### src/rtl/conv_mem_pkg.sv
// conv_mem_pkg
//   Shared sizing constants and region map for the convolution buffer.
//   The 128-word memory is split into kernel, input-activation and output
//   regions; region_of() classifies a full 32-bit accelerator address.
package conv_mem_pkg;

  localparam int DEPTH    = 128;
  localparam int DATA_W   = 32;
  localparam int ADDR_W   = 7;
  localparam int KER_BASE = 0;
  localparam int INP_BASE = 20;
  localparam int OUT_BASE = 108;
  localparam int OUT_LAST = 127;

  typedef enum logic [1:0] {
    KER,
    INP,
    OUT,
    BAD
  } region_e;

  // Anything past the last output word is outside the array entirely.
  function automatic region_e region_of(input logic [31:0] addr);
    if (addr > 32'(OUT_LAST))       return BAD;
    else if (addr >= 32'(OUT_BASE)) return OUT;
    else if (addr >= 32'(INP_BASE)) return INP;
    else                            return KER;
  endfunction

endpackage

### src/rtl/conv_mem_resp_if.sv
// conv_mem_resp_if
//   Bundles the accelerator port, the host port and the error reporting
//   signals of the convolution buffer.
//   slave  : the memory side (conv_mem_resp)
//   master : the requesting side (accelerator + host + error monitor)
interface conv_mem_resp_if;
  import conv_mem_pkg::*;

  logic [31:0]       acc_addr;
  logic              acc_rd_en;
  logic              acc_wr_en;
  logic [DATA_W-1:0] acc_wdata;
  logic [DATA_W-1:0] acc_rdata;
  logic              acc_rvalid;
  logic              acc_busy;

  logic              host_req;
  logic              host_we;
  logic [ADDR_W-1:0] host_addr;
  logic [DATA_W-1:0] host_wdata;
  logic              host_gnt;
  logic [DATA_W-1:0] host_rdata;
  logic              host_rvalid;

  logic              err_clr;
  logic              acc_err;
  logic [7:0]        err_cnt;

  modport slave (
    input  acc_addr, acc_rd_en, acc_wr_en, acc_wdata, acc_busy,
    input  host_req, host_we, host_addr, host_wdata,
    input  err_clr,
    output acc_rdata, acc_rvalid,
    output host_gnt, host_rdata, host_rvalid,
    output acc_err, err_cnt
  );

  modport master (
    output acc_addr, acc_rd_en, acc_wr_en, acc_wdata, acc_busy,
    output host_req, host_we, host_addr, host_wdata,
    output err_clr,
    input  acc_rdata, acc_rvalid,
    input  host_gnt, host_rdata, host_rvalid,
    input  acc_err, err_cnt
  );

endinterface

### src/rtl/sp_ram_128x32.sv
// sp_ram_128x32
//   Single-port 128 x 32 storage with a registered read. Contents are not
//   reset. rdata only changes on a read, so it keeps the last word read
//   across write and idle cycles.
//   clk   : clock
//   en    : port enable
//   we    : write (1) / read (0) when enabled
//   addr  : word address
//   wdata : write data
//   rdata : read data, valid the cycle after a read
module sp_ram_128x32
  import conv_mem_pkg::*;
(
  input  logic              clk,
  input  logic              en,
  input  logic              we,
  input  logic [ADDR_W-1:0] addr,
  input  logic [DATA_W-1:0] wdata,
  output logic [DATA_W-1:0] rdata
);

  logic [DATA_W-1:0] mem [DEPTH];

  always_ff @(posedge clk) begin
    if (en) begin
      if (we) mem[addr] <= wdata;
      else    rdata     <= mem[addr];
    end
  end

endmodule

### src/rtl/conv_mem_resp.sv
// conv_mem_resp
//   Convolution buffer front end: arbitrates one single-port RAM between the
//   accelerator (absolute priority) and the host, enforces the accelerator
//   region rules and keeps a sticky error flag plus a saturating count.
//   clk : clock
//   rst : synchronous, active-high reset
//   bus : accelerator/host/error signals (slave side)
//     acc_*  : accelerator read/write port, reads answered one cycle later
//     host_* : host port, host_gnt is combinational
//     err_*  : err_clr in, acc_err / err_cnt out
module conv_mem_resp
  import conv_mem_pkg::*;
(
  input  logic           clk,
  input  logic           rst,
  conv_mem_resp_if.slave bus
);

  region_e           acc_region;
  logic              acc_wr_legal;
  logic              acc_rd_legal;
  logic              acc_wr_ok;
  logic              acc_rd_ok;
  logic              acc_rd_bad;
  logic              viol;
  logic              host_gnt_c;

  logic              ram_en;
  logic              ram_we;
  logic [ADDR_W-1:0] ram_addr;
  logic [DATA_W-1:0] ram_wdata;
  logic [DATA_W-1:0] ram_rdata;

  logic              acc_rv_q;
  logic              acc_zero_q;
  logic              host_rv_q;
  logic [DATA_W-1:0] acc_hold_q;
  logic [DATA_W-1:0] host_hold_q;
  logic              err_q;
  logic [7:0]        err_cnt_q;
  logic [DATA_W-1:0] acc_rdata_c;

  always_comb begin
    acc_region   = region_of(bus.acc_addr);
    acc_wr_legal = (acc_region == OUT);
    acc_rd_legal = (acc_region != BAD);

    // A combined read+write strobe performs only the write.
    acc_wr_ok  = !rst && bus.acc_wr_en && acc_wr_legal;
    acc_rd_ok  = !rst && bus.acc_rd_en && !bus.acc_wr_en && acc_rd_legal;
    acc_rd_bad = !rst && bus.acc_rd_en && !bus.acc_wr_en && !acc_rd_legal;

    viol = !rst && ((bus.acc_wr_en && !acc_wr_legal) ||
                    acc_rd_bad ||
                    (bus.acc_rd_en && bus.acc_wr_en));

    host_gnt_c = !rst && bus.host_req && !bus.acc_busy &&
                 !bus.acc_rd_en && !bus.acc_wr_en;

    ram_en    = acc_wr_ok || acc_rd_ok || host_gnt_c;
    ram_we    = acc_wr_ok || (host_gnt_c && bus.host_we);
    ram_addr  = host_gnt_c ? bus.host_addr  : bus.acc_addr[ADDR_W-1:0];
    ram_wdata = host_gnt_c ? bus.host_wdata : bus.acc_wdata;
  end

  sp_ram_128x32 u_ram (
    .clk   (clk),
    .en    (ram_en),
    .we    (ram_we),
    .addr  (ram_addr),
    .wdata (ram_wdata),
    .rdata (ram_rdata)
  );

  // Out-of-range reads never touch the RAM and answer with zero.
  assign acc_rdata_c = acc_zero_q ? '0 : ram_rdata;

  always_ff @(posedge clk) begin
    if (rst) begin
      acc_rv_q    <= 1'b0;
      acc_zero_q  <= 1'b0;
      host_rv_q   <= 1'b0;
      acc_hold_q  <= '0;
      host_hold_q <= '0;
      err_q       <= 1'b0;
      err_cnt_q   <= 8'd0;
    end else begin
      acc_rv_q   <= acc_rd_ok || acc_rd_bad;
      acc_zero_q <= acc_rd_bad;
      host_rv_q  <= host_gnt_c && !bus.host_we;

      // The RAM read register is shared, so each port keeps its own copy
      // of the last word it was given.
      if (acc_rv_q)  acc_hold_q  <= acc_rdata_c;
      if (host_rv_q) host_hold_q <= ram_rdata;

      // A violation in the same cycle as err_clr restarts the count at one.
      if (viol) begin
        err_q <= 1'b1;
        if (bus.err_clr)              err_cnt_q <= 8'd1;
        else if (err_cnt_q != 8'hFF)  err_cnt_q <= err_cnt_q + 8'd1;
      end else if (bus.err_clr) begin
        err_q     <= 1'b0;
        err_cnt_q <= 8'd0;
      end
    end
  end

  // Reset masks the read responses immediately so a read already in flight
  // when rst rises never shows its valid pulse.
  assign bus.acc_rvalid  = acc_rv_q && !rst;
  assign bus.acc_rdata   = rst ? '0 : (acc_rv_q ? acc_rdata_c : acc_hold_q);
  assign bus.host_rvalid = host_rv_q && !rst;
  assign bus.host_rdata  = rst ? '0 : (host_rv_q ? ram_rdata : host_hold_q);
  assign bus.host_gnt    = host_gnt_c;
  assign bus.acc_err     = err_q;
  assign bus.err_cnt     = err_cnt_q;

endmodule

### src/flat_wrapper.sv
// flat-port wrapper written by rule: the top's interface ports become plain ports
module conv_mem_resp_flat import conv_mem_pkg::*;
  (clk, rst, bus_acc_addr, bus_acc_rd_en, bus_acc_wr_en, bus_acc_wdata, bus_acc_busy, bus_host_req, bus_host_we, bus_host_addr, bus_host_wdata, bus_err_clr, bus_acc_rdata, bus_acc_rvalid, bus_host_gnt, bus_host_rdata, bus_host_rvalid, bus_acc_err, bus_err_cnt);
  conv_mem_resp_if bus_i ();
  input  logic clk;
  input  logic rst;
  input wire logic [$bits(bus_i.acc_addr)-1:0] bus_acc_addr;
  input wire logic [$bits(bus_i.acc_rd_en)-1:0] bus_acc_rd_en;
  input wire logic [$bits(bus_i.acc_wr_en)-1:0] bus_acc_wr_en;
  input wire logic [$bits(bus_i.acc_wdata)-1:0] bus_acc_wdata;
  input wire logic [$bits(bus_i.acc_busy)-1:0] bus_acc_busy;
  input wire logic [$bits(bus_i.host_req)-1:0] bus_host_req;
  input wire logic [$bits(bus_i.host_we)-1:0] bus_host_we;
  input wire logic [$bits(bus_i.host_addr)-1:0] bus_host_addr;
  input wire logic [$bits(bus_i.host_wdata)-1:0] bus_host_wdata;
  input wire logic [$bits(bus_i.err_clr)-1:0] bus_err_clr;
  output wire logic [$bits(bus_i.acc_rdata)-1:0] bus_acc_rdata;
  output wire logic [$bits(bus_i.acc_rvalid)-1:0] bus_acc_rvalid;
  output wire logic [$bits(bus_i.host_gnt)-1:0] bus_host_gnt;
  output wire logic [$bits(bus_i.host_rdata)-1:0] bus_host_rdata;
  output wire logic [$bits(bus_i.host_rvalid)-1:0] bus_host_rvalid;
  output wire logic [$bits(bus_i.acc_err)-1:0] bus_acc_err;
  output wire logic [$bits(bus_i.err_cnt)-1:0] bus_err_cnt;
  assign bus_i.acc_addr = bus_acc_addr;
  assign bus_i.acc_rd_en = bus_acc_rd_en;
  assign bus_i.acc_wr_en = bus_acc_wr_en;
  assign bus_i.acc_wdata = bus_acc_wdata;
  assign bus_i.acc_busy = bus_acc_busy;
  assign bus_i.host_req = bus_host_req;
  assign bus_i.host_we = bus_host_we;
  assign bus_i.host_addr = bus_host_addr;
  assign bus_i.host_wdata = bus_host_wdata;
  assign bus_i.err_clr = bus_err_clr;
  assign bus_acc_rdata = bus_i.acc_rdata;
  assign bus_acc_rvalid = bus_i.acc_rvalid;
  assign bus_host_gnt = bus_i.host_gnt;
  assign bus_host_rdata = bus_i.host_rdata;
  assign bus_host_rvalid = bus_i.host_rvalid;
  assign bus_acc_err = bus_i.acc_err;
  assign bus_err_cnt = bus_i.err_cnt;
  conv_mem_resp u_core (.clk(clk), .rst(rst), .bus(bus_i));
endmodule
### config.mk
export PLATFORM = sky130hd
export DESIGN_NAME = conv_mem_resp_flat
export DESIGN_NICKNAME = d
export VERILOG_FILES = /design/src/rtl/conv_mem_pkg.sv /design/src/rtl/conv_mem_resp_if.sv /design/src/rtl/sp_ram_128x32.sv /design/src/rtl/conv_mem_resp.sv /design/src/flat_wrapper.sv
export SDC_FILE = /design/constraint.sdc
export NUM_CORES = 2
export LEC_CHECK = 0
export BUFFER_PORTS_ARGS = -buffer_cell sky130_fd_sc_hd__buf_2
export CAP_MARGIN = 20
export CORE_ASPECT_RATIO = 0.7
export CORE_MARGIN = 5
export CORE_UTILIZATION = 45
export DETAILED_ROUTE_END_ITERATION = 10
export GPL_TIMING_DRIVEN = 1
export HOLD_SLACK_MARGIN = 0.06
export PLACE_DENSITY_LB_ADDON = 0.08
export SKIP_LAST_GASP = 1
export SLEW_MARGIN = 20
export SYNTH_ARGS = -nofsm -noshare
export SYNTH_HDL_FRONTEND = slang
export SYNTH_HIERARCHICAL = 1
export SYNTH_SLANG_ARGS = --single-unit
### constraint.sdc
create_clock -name clk -period 6.7 [get_ports clk]
set_clock_uncertainty 0.15 [all_clocks]
set_input_delay 1.34 -clock clk [delete_from_list [all_inputs] [get_ports clk]]
set_output_delay 1.34 -clock clk [all_outputs]
set_load 0.05 [all_outputs]
## Word level (Yosys, flattened, before mapping)

Memory sizes are Yosys's and may differ from the RTL's. A register that Yosys moved wholly into a read port is not among the register bits.
Index checks and enable logic that the tools add are counted.

- $add $sub $neg: 1
- Magnitude comparators: 3
- Eq/ne operators: 3
- Mux-type cells: 19
- Bitwise logic cells: 1
- Reduce and logical (&&, ||, !) cells: 34

Operator list:

| operator | count |
|---|---|
| $mux 32 | 6 |
| $ge 32x5->1 const B | 1 |
| $ge 32x7->1 const B | 1 |
| $gt 32x7->1 const B | 1 |
| $mux 8 | 4 |
| $logic_and 1x1->1 | 17 |
| $add 8x1->8 const B | 1 |
| $ne 8x8->1 const B | 1 |
| $logic_not 1->1 | 7 |
| $mux 7 | 1 |
| $logic_or 1x1->1 | 6 |
| $mux 1 | 6 |
| $mux 2 | 2 |
| $reduce_and 2->1 | 2 |
| $reduce_bool 2->1 | 2 |
| $eq 2x2->1 const B | 1 |
| $ne 2x2->1 const B | 1 |
| $not 1->1 | 1 |

- Register bits after elaboration: 76
- Memory bits (writable): 4,096
- Bits of input ports: 111
- Output and inout port bits: 76
- Word-level logic and storage cells: 69
- Memories: 1

Memories:

| name | words | width | rd ports | clocked after Yosys merged registers in | wr ports | RTL line | source |
|---|---|---|---|---|---|---|---|
| u_core.u_ram.mem | 128 | 32 | 1 | 1 | 1 | sp_ram_128x32.sv:22 | `logic [DATA_W-1:0] mem [DEPTH];` |

## Logic depth before layout (Yosys ltp)

- Depth after elaboration: 12
- Gate-level depth with buffers: 18
- Gate-level depth less buffers: 9

## Hierarchy

The synthesis kept the hierarchy.

Modules (own cells, without submodules):

| module | instances | cells each | area an instance (µm²) | seq. area each (µm²) |
|---|---|---|---|---|
| sp_ram_128x32 | 1 | 8,968 | 158,067.8 | 123,958.9 |
| conv_mem_resp | 1 | 374 | 3,663.5 | 1,521.5 |

## Least setup slack after synthesis

No wires, ideal clock.

- Path type: input-to-reg
- Start point: input bus_acc_wr_en
- End point: memory u_core.u_ram.mem[100][0] (enable)
- Library setup time: 421 ps
- Arrival: 5,488 ps
- Setup slack: 641 ps
- Stages: 14
- Path buffers: 8
- Cell sequence: nor2_1 > and3_1 > clkbuf_1 > buf_2 > mux2_2 > buf_4 > nor3b_2 > buf_2 > buf_2 > buf_2 > buf_1 > nand2_1 > clkbuf_1 > nor2_1

- Elaborated cells between the ends (all ways): 14
- Classes of those cells: 4 x mux; 10 x reduce/logical

RTL lines:

| element | RTL line | source |
|---|---|---|
| from (decl) | flat_wrapper.sv:9 | `input wire logic [$bits(bus_i.acc_wr_en)-1:0] bus_acc_wr_en;` |
| $logic_not 1->1 | conv_mem_resp.sv:58 | `!bus.acc_rd_en && !bus.acc_wr_en;` |
| $logic_and 1x1->1 | conv_mem_resp.sv:58 |  |
| $mux 7 | conv_mem_resp.sv:62 | `ram_addr = host_gnt_c ? bus.host_addr : bus.acc_addr[ADDR_W-1:0];` |
| net u_core.ram_addr[1] | conv_mem_resp.sv:30 | `logic [ADDR_W-1:0] ram_addr;` |
| to (decl) | sp_ram_128x32.sv:22 |  |

The timed path passes the listed nets, and every way through them passes these cells.

## Worst setup path after layout

- Start point: input bus_acc_wr_en
- End point: register u_core.u_ram.rdata[30] (read register of u_core.u_ram.mem), data pin

- Elaborated cells between the ends (all ways): 13
- Classes of those cells: 1 x mux; 1 x bitwise; 11 x reduce/logical

RTL lines:

| element | RTL line | source |
|---|---|---|
| $logic_not 1->1 | conv_mem_resp.sv:58 |  |
| $logic_and 1x1->1 | conv_mem_resp.sv:58 |  |
| $mux 7 | conv_mem_resp.sv:62 |  |
| net u_core.ram_addr[2] | conv_mem_resp.sv:30 |  |
| to (decl) | sp_ram_128x32.sv:19 | `output logic [DATA_W-1:0] rdata` |

The timed path passes the listed nets, and every way through them passes these cells.
A chain may end at the register's enable or synchronous reset.

==> results.ini <==
[outcome]
status=finished, final reports clean

[clock_tree]
cts_tree=built
cts.path.max_buffers=4
cts-root-buf=clkbuf_16
cts_sinks=4204
cts_buffers=409
cts_setup_buffers=0
cts_hold_buf=0
path_clk_slew_ns=0.06
ctsResizeCount=0
insertion_delay_ns=0.98
htree_levels=5

[sta]
finalSetupViolations=0
fin_crit_sh_pct=90.3
setup_tns_ns=0
hold_ws_ns=0.324
layout_min_cycle_time_ns=6.05
slew-limit-headroom_pct=7.91
rsz0062_at_grt=no
worstMarginPinSlew_ns=1.38
hold_viol=0
drv_slew=0
max_freq_mhz=165

[synthesis]
synth_cell_types=87
yosysMostFrequentCell=edfxtp_1
synth-edff-count=4128
synth_adder_area_share_pct=0.00774
synthTopCellsByCount=4128 x edfxtp_1, 713 x a221oi_1, 451 x a21oi_1, 447 x a22oi_1, 362 x o21ai_0
seq_area_frac_synth_pct=77.6
syn-num-nets=9454
synth-simple-area-share_pct=3.00
syn_area_sq_um=162000
syn_inst=9342
synth.area.top_cells=edfxtp_1 77%, a221oi_1 3.9%, mux2_2 2.2%
synth_top_flop_cell=edfxtp_1
avgSynthCellArea_sq_um=17.3
yosys.area.top_type_share_pct=76.6
postSynth.asyncResetShare_pct=0
ys_ff_latch=4204
synth_area_leader_cell=edfxtp_1
synth_top_family_by_area=compound AO/OA/AOI/OAI gates
synthMuxAreaShare_pct=4.62
synth-compound-area-share_pct=12.7
synth_xor_area_share_pct=0
yosysWarnings=6

[final_layout]
area_delta_synth_final_pct=15.9
utilization_pct=52.3
postLayoutCellArea_sq_um=187000
drive_above_1_share_pct=19.8
nets=9967

[floorplan]
core_area_sq_um=358000
fp-row-count=184
die_h_um=512
die_x_um=727
initial_core_util_pct=45.1
ios=187
die-area_sq_um=372000

[critical_path]
crit_family=compound AO/OA/AOI/OAI gates
critPathSlowestCell=a2bb2oi_1
critPathBufInv=3
start_kind=primary input
critical_path.endpoint_type=register
arrival_ns=6.37
worstPathCellList=buf_2 -> nor2_1 -> and3_4 -> mux2_8 -> buf_12 -> buf_4 -> and2_1 -> a221o_1 -> a222oi_1 -> a2bb2oi_1 -> o2111ai_1
critPathMaxStageDelay_ns=0.85
crit_fanout=37
required_ns=7.02
crit_type=primary input to register

[global_routing]
antenna_found_initial=62
grt_pass1_wl_um=815000
overflow=0
grtUsageTotal_pct=31.6
grt_max_degree=126
grt_pass1_vias=94100

[drt]
wl_um=605000
vias_per_cell=6.73
drt_iter0_markers=15100
post_drt_wl_per_cell_um=40.3
antenna_left=0
drt_pass1_iterations=7
via_count=101000
drc=0

[pwr]
p_total_uw=56300
peakVddDrop_mv=0.216
power_leakage_uw=0.0588
power_density_nw_per_um2=300

[placement]
io_buffers=186
placement.cell_area_sq_um=174000
place.gp.congestion=0.929
dp_hpwl_um=367000

[job]
cap_viol_max_count=0

[worst_hold_path]
min_path_type=register to register

[state kept, by name, summed over array words and instances (netlist names)]
name / count
u_core/u_ram/mem: 4096
u_core/acc_hold_q: 32
u_core/host_hold_q: 32
u_core/u_ram/rdata: 32
u_core/bus.err_cnt: 8
u_core/acc_rv_q: 1
u_core/acc_zero_q: 1
u_core/bus.acc_err: 1
u_core/host_rv_q: 1
[metrics by stage]
step                      instances  setup slack, ns
after CTS                     14900            0.982
final                         15000            0.647
after global placement        14200            -1.01
after detailed placement      14200          -0.0414
after floorplan                9342            0.641
after global routing          14900            0.549
[worst paths after layout]
check | from | end | slack [ns] | cells past startpoint
worst min-delay path | u_core/acc_hold_q[13] | u_core/acc_hold_q[13] | 0.32 | 2
worst max register to register | u_core/u_ram/mem[6][30] | u_core/u_ram/rdata[30] | 3.19 | 5
worst min register to register | u_core/acc_hold_q[13] | u_core/acc_hold_q[13] | 0.32 | 2
worst max-delay path | bus_acc_wr_en | u_core/u_ram/rdata[30] | 0.65 | 11
[cell usage in the layout (no fill, tap or decap), drive strengths merged, types with 56 or more instances in the layout]
master,Yosys,final
edfxtp,4128,4128
buf,425,840
a221oi,713,713
clkbuf,314,501
a21oi,451,451
a22oi,447,447
o21ai,386,386
mux2,377,377
nor2,351,351
mux2i,212,212
clkinv,0,177
nand2,174,174
a221o,167,167
nor2b,143,143
o22ai,141,141
a211oi,106,106
dfxtp,76,76
o211ai,60,60
o2bb2ai,56,56
[cell type report]
type | count | area [sq um]
inverters | 9 | 53.8
fillers | 28700 | 171000
repair buffers | 841 | 8060
clock buffers | 500 | 10900
clock inverters | 242 | 2310
diodes | 54 | 135
flip-flops and latches | 4204 | 125000
well taps | 4743 | 5930
multi-input cells | 4390 | 34600
[per-layer routing]
layer  share of wire, %  vias up  GRT usage [%]  wire, um
met2                 42     6840           44.0    252000
met4                3.7       20           10.6     22600
met1                 41    53100           46.3    248000
met3                 13      940           10.6     81000
li1                   -    40000              -         -
met5              0.030        -              0       181
[worst register-to-register path, cell delays in order (launching register included)]
cell       delay [ns]
edfxtp_1         0.35
mux4_2           0.50
nand2_1          0.36
o211ai_1         0.17
a2bb2oi_1        0.79
o2111ai_1        0.73
[power breakdown]
part / internal (uW) / total, uW / switching, uW
combinational: 1080 / 4120 / 3040
sequential: 28900 / 29000 / 22.2
clock: 13100 / 23200 / 10100
total: 43100 / 56300 / 13100
[logic make-up (layout without fill, tap and decap cells)]
family,count (synthesis),in the layout
multiplexers,637,637
flip-flops,4204,4204
AO/OA/AOI/OAI,2798,2798
adder cells (fa/ha/maj),1,1
buffers and inverters,748,1592
other,0,54
AND/OR/NAND/NOR,954,954
Note: power is estimated with default switching activity, not from simulation.
